--- src/rtl/seg_page_scheduler.sv ---
// seg_page_scheduler: selects the 16-bit value shown by the seven-segment
// cathode driver. Rotates through up to four MCU-written pages on a dwell
// timer and grants a priority override source exclusive use of the display.
//
// Ports:
//   CLK, RST_N      clock, asynchronous active-low reset
//   WR_EN/WR_ADDR/WR_DATA  page write (sets valid bit)
//   CLR_EN          invalidate page WR_ADDR (data kept; write wins on clash)
//   OVR_REQ/OVR_DATA  override request (level) and value
//   OVR_GNT         override active
//   HEX             value to the cathode driver
//   BLANK           nothing to show
//   CUR_PAGE        selected page index
//   PAGE_VALID      per-page valid bits
module seg_page_scheduler #(
   parameter int unsigned DWELL_CYCLES    = 100_000_000,
   parameter int unsigned OVR_HOLD_CYCLES = 50_000_000
) (
   input  logic        CLK,
   input  logic        RST_N,
   input  logic        WR_EN,
   input  logic [1:0]  WR_ADDR,
   input  logic [15:0] WR_DATA,
   input  logic        CLR_EN,
   input  logic        OVR_REQ,
   input  logic [15:0] OVR_DATA,
   output logic        OVR_GNT,
   output logic [15:0] HEX,
   output logic        BLANK,
   output logic [1:0]  CUR_PAGE,
   output logic [3:0]  PAGE_VALID
);

   localparam int unsigned NUM_PAGES = 4;
   localparam int unsigned DATA_W    = 16;
   localparam int unsigned CNT_W     = 32;
   localparam logic [CNT_W-1:0] DWELL_LAST = CNT_W'(DWELL_CYCLES - 1);
   localparam logic [CNT_W-1:0] HOLD_LAST  = CNT_W'(OVR_HOLD_CYCLES - 1);

   typedef enum logic [1:0] {
      IDLE     = 2'd0,
      SHOW     = 2'd1,
      OVERRIDE = 2'd2
   } state_t;

   state_t                          state_q, state_n;
   logic [NUM_PAGES-1:0][DATA_W-1:0] pages_q, pages_n;
   logic [NUM_PAGES-1:0]            valid_q, valid_n;
   logic [1:0]                      cur_q, cur_n;
   logic [CNT_W-1:0]                dwell_q, dwell_n;
   logic [CNT_W-1:0]                hold_q, hold_n;
   logic [DATA_W-1:0]               hex_n;
   logic                            blank_n, gnt_n;
   logic [2:0]                      nxt;   // {found, index}
   logic [1:0]                      low;

   // Next valid page searching upward from cur+1; cur itself is the last candidate.
   function automatic logic [2:0] next_valid(input logic [3:0] v, input logic [1:0] cur);
      logic [2:0] r;
      logic [1:0] idx;
      r = 3'b000;
      for (int i = 4; i >= 1; i--) begin
         idx = cur + 2'(i);
         if (v[idx]) r = {1'b1, idx};
      end
      return r;
   endfunction

   // Lowest-index valid page.
   function automatic logic [1:0] lowest_valid(input logic [3:0] v);
      logic [1:0] r;
      r = 2'd0;
      for (int i = 3; i >= 0; i--) begin
         if (v[i]) r = 2'(i);
      end
      return r;
   endfunction

   // State and datapath registers.
   always_ff @(posedge CLK or negedge RST_N) begin
      if (!RST_N) begin
         state_q    <= IDLE;
         pages_q    <= '0;
         valid_q    <= '0;
         cur_q      <= '0;
         dwell_q    <= '0;
         hold_q     <= '0;
         HEX        <= '0;
         BLANK      <= 1'b1;
         OVR_GNT    <= 1'b0;
      end else begin
         state_q    <= state_n;
         pages_q    <= pages_n;
         valid_q    <= valid_n;
         cur_q      <= cur_n;
         dwell_q    <= dwell_n;
         hold_q     <= hold_n;
         HEX        <= hex_n;
         BLANK      <= blank_n;
         OVR_GNT    <= gnt_n;
      end
   end

   assign CUR_PAGE   = cur_q;
   assign PAGE_VALID = valid_q;

   // Next-state, page store update and output decode.
   always_comb begin
      state_n = state_q;
      pages_n = pages_q;
      valid_n = valid_q;
      cur_n   = cur_q;
      dwell_n = dwell_q;
      hold_n  = hold_q;
      nxt     = next_valid(valid_q, cur_q);
      low     = lowest_valid(valid_q);

      // Clear first so a same-address write wins.
      if (CLR_EN) valid_n[WR_ADDR] = 1'b0;
      if (WR_EN) begin
         pages_n[WR_ADDR] = WR_DATA;
         valid_n[WR_ADDR] = 1'b1;
      end

      case (state_q)
         IDLE: begin
            if (OVR_REQ) begin
               state_n = OVERRIDE;
               hold_n  = '0;
            end else if (|valid_q) begin
               state_n = SHOW;
               cur_n   = low;
               dwell_n = '0;
            end
         end
         SHOW: begin
            if (OVR_REQ) begin
               state_n = OVERRIDE;
               hold_n  = '0;
            end else if (!valid_q[cur_q]) begin
               dwell_n = '0;
               if (nxt[2]) cur_n = nxt[1:0];
               else        state_n = IDLE;
            end else if (dwell_q == DWELL_LAST) begin
               dwell_n = '0;
               cur_n   = nxt[1:0];
            end else begin
               dwell_n = dwell_q + CNT_W'(1);
            end
         end
         OVERRIDE: begin
            if (!OVR_REQ && (hold_q >= HOLD_LAST)) begin
               dwell_n = '0;
               if (valid_q[cur_q]) begin
                  state_n = SHOW;
               end else if (nxt[2]) begin
                  state_n = SHOW;
                  cur_n   = nxt[1:0];
               end else begin
                  state_n = IDLE;
               end
            end else if (hold_q < HOLD_LAST) begin
               // Saturate so a long-held request cannot wrap the counter.
               hold_n = hold_q + CNT_W'(1);
            end
         end
         default: state_n = IDLE;
      endcase

      // HEX follows the next page contents so writes to the shown page land in one cycle.
      case (state_n)
         SHOW:     hex_n = pages_n[cur_n];
         OVERRIDE: hex_n = OVR_DATA;
         default:  hex_n = '0;
      endcase
      blank_n = (state_n == IDLE);
      gnt_n   = (state_n == OVERRIDE);
   end

endmodule

--- config.mk ---
export PLATFORM = sky130hd
export DESIGN_NAME = seg_page_scheduler
export DESIGN_NICKNAME = d
export VERILOG_FILES = /design/src/rtl/seg_page_scheduler.sv
export SDC_FILE = /design/constraint.sdc
export NUM_CORES = 1
export LEC_CHECK = 0
export CAP_MARGIN = 20
export CELL_PAD_IN_SITES_DETAIL_PLACEMENT = 1
export CELL_PAD_IN_SITES_GLOBAL_PLACEMENT = 1
export CORE_UTILIZATION = 46
export CTS_BUF_LIST = sky130_fd_sc_hd__clkbuf_16
export CTS_CLUSTER_SIZE = 40
export DETAILED_ROUTE_END_ITERATION = 7
export HOLD_SLACK_MARGIN = 0.12
export PLACE_DENSITY = 0.8
export SLEW_MARGIN = 20
export SYNTH_ARGS = -nofsm -noshare
export SYNTH_HDL_FRONTEND = slang
export SYNTH_SLANG_ARGS = --single-unit
--- constraint.sdc ---
create_clock -name CLK -period 3.27 [get_ports CLK]
set_clock_uncertainty 0.1 [all_clocks]
set_input_delay 0.4905 -clock CLK [delete_from_list [all_inputs] [get_ports CLK]]
set_output_delay 0.4905 -clock CLK [all_outputs]
set_load 0.05 [all_outputs]
==> run_results.csv <==
group,metric,value,unit
logic_synthesis,syn_area,7322,sq um
die,die_area,16430,sq um
die,initial_core_util,47.64,%
cts,numCtsBuffers,17,
worst_setup_path,path_class,"flop to flop",
routing,drc_errors,0,
timing,relSlewSlack,29.86,%
cts,clock-sinks,154,
timing,rsz0062_at_grt,"false",
timing,setup_viol,0,
logic_synthesis,synth-edff-count,0,
layout,num-nets-final,788,
routing,drtAntennaViolNets,0,
pwr,p_per_area,642.9,nW/um^2
logic_synthesis,synth_cell_types,60,
global_route,track_usage,26.24,%
logic_synthesis,yosysSeqAreaShare,52.65,%
cts,cts_root_buf,"clkbuf_16",
layout,synthToLayoutAreaGrowth,20.97,%
place,pre_cts_ws,95.27,ps
logic_synthesis,syn_nets,716,
cts,clk_latency,430,ps
logic_synthesis,yosys.area.top_type,"dfrtp_1",
logic_synthesis,synthCells,675,
die,fp.dieW,128.2,um
timing,fin_crit_sh,94.29,%
layout,n_antenna_cell,0,
cts,cts_tree,"built",
layout,stdcell_count,971,
global_route,grt_remaining_overflow,0,
global_route,met1_usage,30.15,%
place,numPortBuffers,62,
timing,worst_pin_slew,1052,ps
pwr,irDropWorstVdd,0.0004634,V
timing,hold_viol_final,0,
global_route,antenna_found_initial,0,
worst_setup_path,path_cells,"nor4bb_1 > nand4_1 > nor4_4 > a21oi_1 > a221o_1 > or2_1 > buf_4 > o221ai_1 > o211ai_1",
pwr,p_int,3.838,mW
die,rows,45,
logic_synthesis,synth_flop_cell,"dfrtp_1",
layout,layout-drive-gt1-share,18.29,%
global_route,grt_pass1_wl,32.78,mm
place,hpwl,12.73,mm
min_path,hold_path.class,"flop to flop",
worst_setup_path,cp_slowest_cell,"dfrtp_1",
worst_setup_path,crit_fanout,15,
timing,worst_slack,186.8,ps
cts,cts_setup_buffers,0,
routing,dr.pass1.iters,5,
cts,clk_pin_slew,60,ps
timing,slew_viol_final,0,
pwr,power_leakage,3.820,nW
global_route,grtUsageMet2,47.54,%
worst_setup_path,slowest_delay,440,ps
pwr,clockPowerShare,34.5,%
layout,seqCellArea,3855,sq um
cts,cts_max_path_buffers,2,
global_route,use_met3,5.593,%
pwr,p_seq_share,41.6,%
logic_synthesis,synthTopCellsByArea,"dfrtp_1 52%, mux2_2 10%, nor2_1 3.7%, nand2_1 2.9%, xor2_1 2.8%",
timing,tns,0,ps
logic_synthesis,ys_warn_count,0,
global_route,grt_max_degree,77,
worst_setup_path,endpoint_kind,"flop",
worst_setup_path,startpoint_type,"flop",
worst_setup_path,critPathArrivalTime,3270,ps
logic_synthesis,yosysTopAreaCellShare,52.29,%
global_route,first_global_vias,6264,
layout,fillerInstances,1615,
place,gp_congestion,0.8393,
routing,drt_iter0_markers,267,
logic_synthesis,avgSynthCellArea,10.85,sq um
die,core,15370,sq um
run,maxCapViolCount,0,
logic_synthesis,ys_seq_elements,154,
status,outcome,"completed",
place,dp_cells,938,
die,dieHeight,128.2,um
logic_synthesis,synthArstFlopShare,100.0,%
routing,num_vias,5620,
die,ios,63,
global_route,grt.busiest_layer,"met2",
timing,clock.fmax,324.3,MHz
pwr,switching_share,32.60,%
routing,postRouteWirelength,19.84,mm
worst_setup_path,worst_ep_required_time,3460,ps
timing,period_needed,3083,ps
layout,multi_input_area,3311,sq um
pwr,switching_power,1.857,mW
routing,wl_per_cell,20.43,um
routing,routed_via_density,5.788,
cts,htreeDepth,4,
pwr,p_comb_share,24.0,%
==> area by class of cell <==
type	count	share of cell area, %
clock inverter	15	1.709
sequential	154	43.52
timing repair buffer	85	9.140
tap	211	2.981
multi-input combinational	478	37.38
clock buffer	17	4.803
inverter	11	0.4662
==> cell usage after synthesis (14+ instances only) <==
| cell | count |
|---|---|
| a21oi_1 | 18 |
| and3_1 | 14 |
| clkbuf_1 | 27 |
| dfrtp_1 | 153 |
| mux2_2 | 65 |
| mux2i_1 | 19 |
| nand2_1 | 56 |
| nand3_1 | 22 |
| nor2_1 | 73 |
| o211ai_1 | 17 |
| o21ai_0 | 27 |
| o221ai_1 | 15 |
| xnor2_1 | 17 |
| xor2_1 | 23 |
==> flip-flops by register name, summed over array words and instances, names as in the netlist <==
| register | cells |
|---|---|
| pages_q | 64 |
| dwell_q | 32 |
| hold_q | 32 |
| HEX | 16 |
| PAGE_VALID | 4 |
| CUR_PAGE | 2 |
| state_q | 2 |
| BLANK | 1 |
| OVR_GNT | 1 |
==> power groups by stage <==
stage | sequential (mW) | clock, mW | combinational [mW]
2_1_floorplan | 2.48 | 0 | 0.769
3_3_place_gp | 2.37 | 0 | 1.29
3_5_place_dp | 2.39 | 0 | 1.34
4_1_cts | 2.37 | 1.98 | 1.37
5_1_grt | 2.40 | 2.05 | 1.48
6_report | 2.37 | 1.96 | 1.37
==> final timing paths <==
check	start	to	slack (ps)	cells past startpoint
max	dwell_q[9]$_DFFE_PN0P_	HEX[4]$_DFF_PN0_	190	9
max in group asynchronous	RST_N	BLANK$_DFF_PN1_	1620	3
min reg2reg	pages_q[27]$_DFF_PN0_	pages_q[27]$_DFF_PN0_	400	1
max reg2reg	dwell_q[9]$_DFFE_PN0P_	HEX[4]$_DFF_PN0_	190	9
min	pages_q[27]$_DFF_PN0_	pages_q[27]$_DFF_PN0_	400	1
min in group asynchronous	RST_N	dwell_q[14]$_DFFE_PN0P_	560	2
==> cell families (layout without fill, tap and decap cells) <==
kind of cell	Yosys count	in the layout	synth area share (%)
XOR/XNOR	40	40	4.785
AND/OR/NAND/NOR	243	243	16.99
adder cells (fa/ha/maj)	2	2	0.3417
multiplexers	85	85	12.75
buffers and inverters	43	128	2.290
flip-flops	154	154	52.65
AO/OA/AOI/OAI	108	108	10.20
==> per-stage QoR <==
stage / util [%] / power (mW) / hold WS, ps / cell area [sq um]
3_3_place_gp: 53.81 / 3.661 / 377.2 / 8270
3_5_place_dp: 53.81 / 3.734 / 382.1 / 8270
4_1_cts: 57.62 / 5.721 / 395.5 / 8857
6_report: 57.62 / 5.694 / 395.0 / 8857
5_1_grt: 57.62 / 5.928 / 405.6 / 8857
2_1_floorplan: - / 3.248 / 94.91 / 7322
==> critical path, delay by kind of cell, from the launching register on <==
family / cells / cell delay (ps)
compound gates: 4 / 910
buf+inv: 1 / 210
flops: 1 / 440
simple gates: 4 / 1280
==> repair_timing <==
action,in CTS,in global routing
hold endpoints to repair,73,0
hold buffers,1,0
gates resized for setup,0,0
==> layout by cell type (no fill, tap or decap), types with 15 or more instances in the layout <==
cell type and n:
mux2_2 65, clkdlybuf4s50_1 61, mux2i_1 19, xor2_1 23, a21oi_1 17, dfrtp_1 153
nand2_1 56, o21ai_0 27, buf_4 21, nor2_1 72, nand3_1 22, xnor2_1 17
o221ai_1 15, clkbuf_16 17, o211ai_1 17
==> per-layer routing <==
metal | share of wire (%) | up-vias
met5 | 0 | -
met4 | 2.1 | 0
met3 | 3.6 | 41
met2 | 53 | 136
met1 | 41 | 2885
li1 | - | 2558
Power figures use the tool's default switching activity.
==> patch (same settings) <==
Take the reset off `hold_q` and load it in a clocked block of its own.
--- a/src/rtl/seg_page_scheduler.sv
+++ b/src/rtl/seg_page_scheduler.sv
@@ -86,3 +86,2 @@
          dwell_q    <= '0;
-         hold_q     <= '0;
          HEX        <= '0;
@@ -96,3 +95,2 @@
          dwell_q    <= dwell_n;
-         hold_q     <= hold_n;
          HEX        <= hex_n;
@@ -101,2 +99,6 @@
       end
+   end
+
+   always_ff @(posedge CLK) begin
+      hold_q <= hold_n;
    end
Behaviour: no difference found for any inputs over 4 cycles, from zero or initial values and one cycle with RST_N low; that may be too few to reach the edited logic, so the function may still have changed.
==> patch against the unedited design <==
Synthesized area grew 8.6%; sequential share of layout area shrank 2.1 points; sequential cell count is the same; total power grew 13%; global-route usage grew 1.2 points; final area grew 9.5%; cell count grew 8.9%; worst setup slack lost 0.0020 ns; wire length grew 16%; hold slack lost 0.0030 ns; critical path type unchanged; critical endpoint is now HEX[7]; largest cell class unchanged.
==> patch: results (changes against the unedited design) <==
** Synthesis
- Most frequent cells after synthesis :: dfrtp_1 (121), mux2_2 (65), nor2_1 (61), nand2_1 (57), a21oi_1 (50) (was dfrtp_1 (153), nor2_1 (73), mux2_2 (65), nand2_1 (56))
- Fraction of synthesis flops using an asynchronous set or reset pin :: 79.22% (was 100.0%)
- The share of synthesized area occupied by flip-flops and latches came to 50.47% (was 52.65%).
- The number of flops mapped to enable cells by yosys is 32 (was 0).
- The post-synthesis cell count was 750 (was 675).
- Top area cells in the synthesized netlist: dfrtp_1 (38%), edfxtp_1 (12%), mux2_2 (9.2%), a21oi_1 (3.1%), nor2_1 (2.9%) (was dfrtp_1 (52%), mux2_2 (10%), nor2_1 (3.7%), nand2_1 (2.9%), xor2_1 (2.8%)).
- Share of the synthesized area in the top cell type :: 38.06% (was 52.29%)

** Route
- Iteration count of the initial detailed-routing pass :: 4 (was 5)
- Routed wire length :: 22950 um (was 19840 um)
- Met2 routed wirelength :: 11690 um (was 10590 um)
- Length of routed met3 wiring :: 715 um (was 712 um)
- Mean number of vias per cell :: 6.165 (was 5.788)
- The count of vias placed by the detailed router came to 6516 (was 5620).
- The detailed-routing wirelength on met1 is 9903 um (was 8115 um).
- Initial DRC count :: 422 (was 267)

** Pwr
- The combinational share of power was 31.3% (was 24.0%).
- Largest vdd supply drop :: 456.1 uV (was 463.4 uV)
- Flip-flop and latch power :: 2.43 mW (was 2.37 mW)
- Static leakage :: 3.752 nW (was 3.820 nW)
- Proportion of power drawn by flip-flops and latches :: 37.7% (was 41.6%)
- The share of total power consumed by net switching came to 35.14% (was 32.60%).

** Placed design
- Final GP Congestion :: 0.8359 (was 0.8393)
- Post-Place Cell Area :: 9084 um2 (was 8270 um2)
- The half-perimeter wire length of the detailed placement result was 14740 um (was 12730 um).
- The worst setup slack after placement was 0.09781 ns (was 0.09527 ns).
- The count of buffers from port buffering is 62 (unchanged).
- Placed insts :: 1024 (was 938)

** Timing
- The worst slew slack as a fraction of its limit came to 59.32% (was 29.86%).

** GRT
- Largest net degree at the start of global routing :: 66 (was 77)
- The met1 capacity usage during global routing came to 34.07% (was 30.15%).
- GRT Util Overall :: 27.40% (was 26.24%)
- Global-route met3 utilization :: 4.262% (was 5.593%)
- Vias in the first global route :: 7179 (was 6264)
- First-pass GRT wire length :: 37940 um (was 32780 um)
- The met2 global-route usage is 47.16% (was 47.54%).

** Worst setup path
- The kind of cell with the highest combined delay on the critical path was compound AO/OA/AOI/OAI gates (was simple AND/OR/NAND/NOR gates).
- Largest stage delay on the critical path :: 0.58 ns (was 0.44 ns)
- Biggest fanout along the worst timing path :: 33 (was 15)
- The cell with the largest stage delay on the worst path is or4_1 (was dfrtp_1).

** Run status
- Outcome: finished, final reports clean (unchanged).

** Finish
- Net count of the finished layout :: 865 (was 788)
- The final-layout fill cell count came to 1799 (was 1615).
- Fraction of layout cells with a size suffix above 1 :: 18.64% (was 18.29%)

** Clocking
- The clock-pin slew on the worst setup and hold paths came to 0.06 ns (about the same).

** Hold path
- The type of the tightest min-delay check was primary input to asynchronous set/reset pin (was flop to flop).
patch: cells by family after synthesis:
logic type / count (synthesis) / share of synthesized area (%)
DFF: 154 / 50.47
xor gates and xnor gates: 40 / 4.404
adders and majority gates: 2 / 0.3145
buffers and inverters: 56 / 2.784
muxes: 70 / 9.830
AOI/OAI and AO/OA: 137 / 12.71
and+or+nand+nor: 291 / 19.49
patch: cell type report:
type	count	area (um2)	area share [%]
clock buffer	17	425.4	4.387
sequential	154	4015	41.41
tap	220	275.3	2.839
multi-input combinational	540	3776	38.94
inverter	9	33.78	0.3484
clock inverter	15	162.7	1.677
timing repair buffer	102	1008	10.40
patch: final timing paths:
check	startpoint	slack, ns	cells past startpoint	endpoint
min	RST_N	0.39	2	dwell_q[7]
max reg2reg	hold_q[10]	0.18	8	HEX[7]
min in group CLK	pages_q[27]	0.40	1	pages_q[27]
max	hold_q[10]	0.18	8	HEX[7]
min reg2reg	pages_q[27]	0.40	1	pages_q[27]
max in group asynchronous	RST_N	1.85	3	pages_q[0]
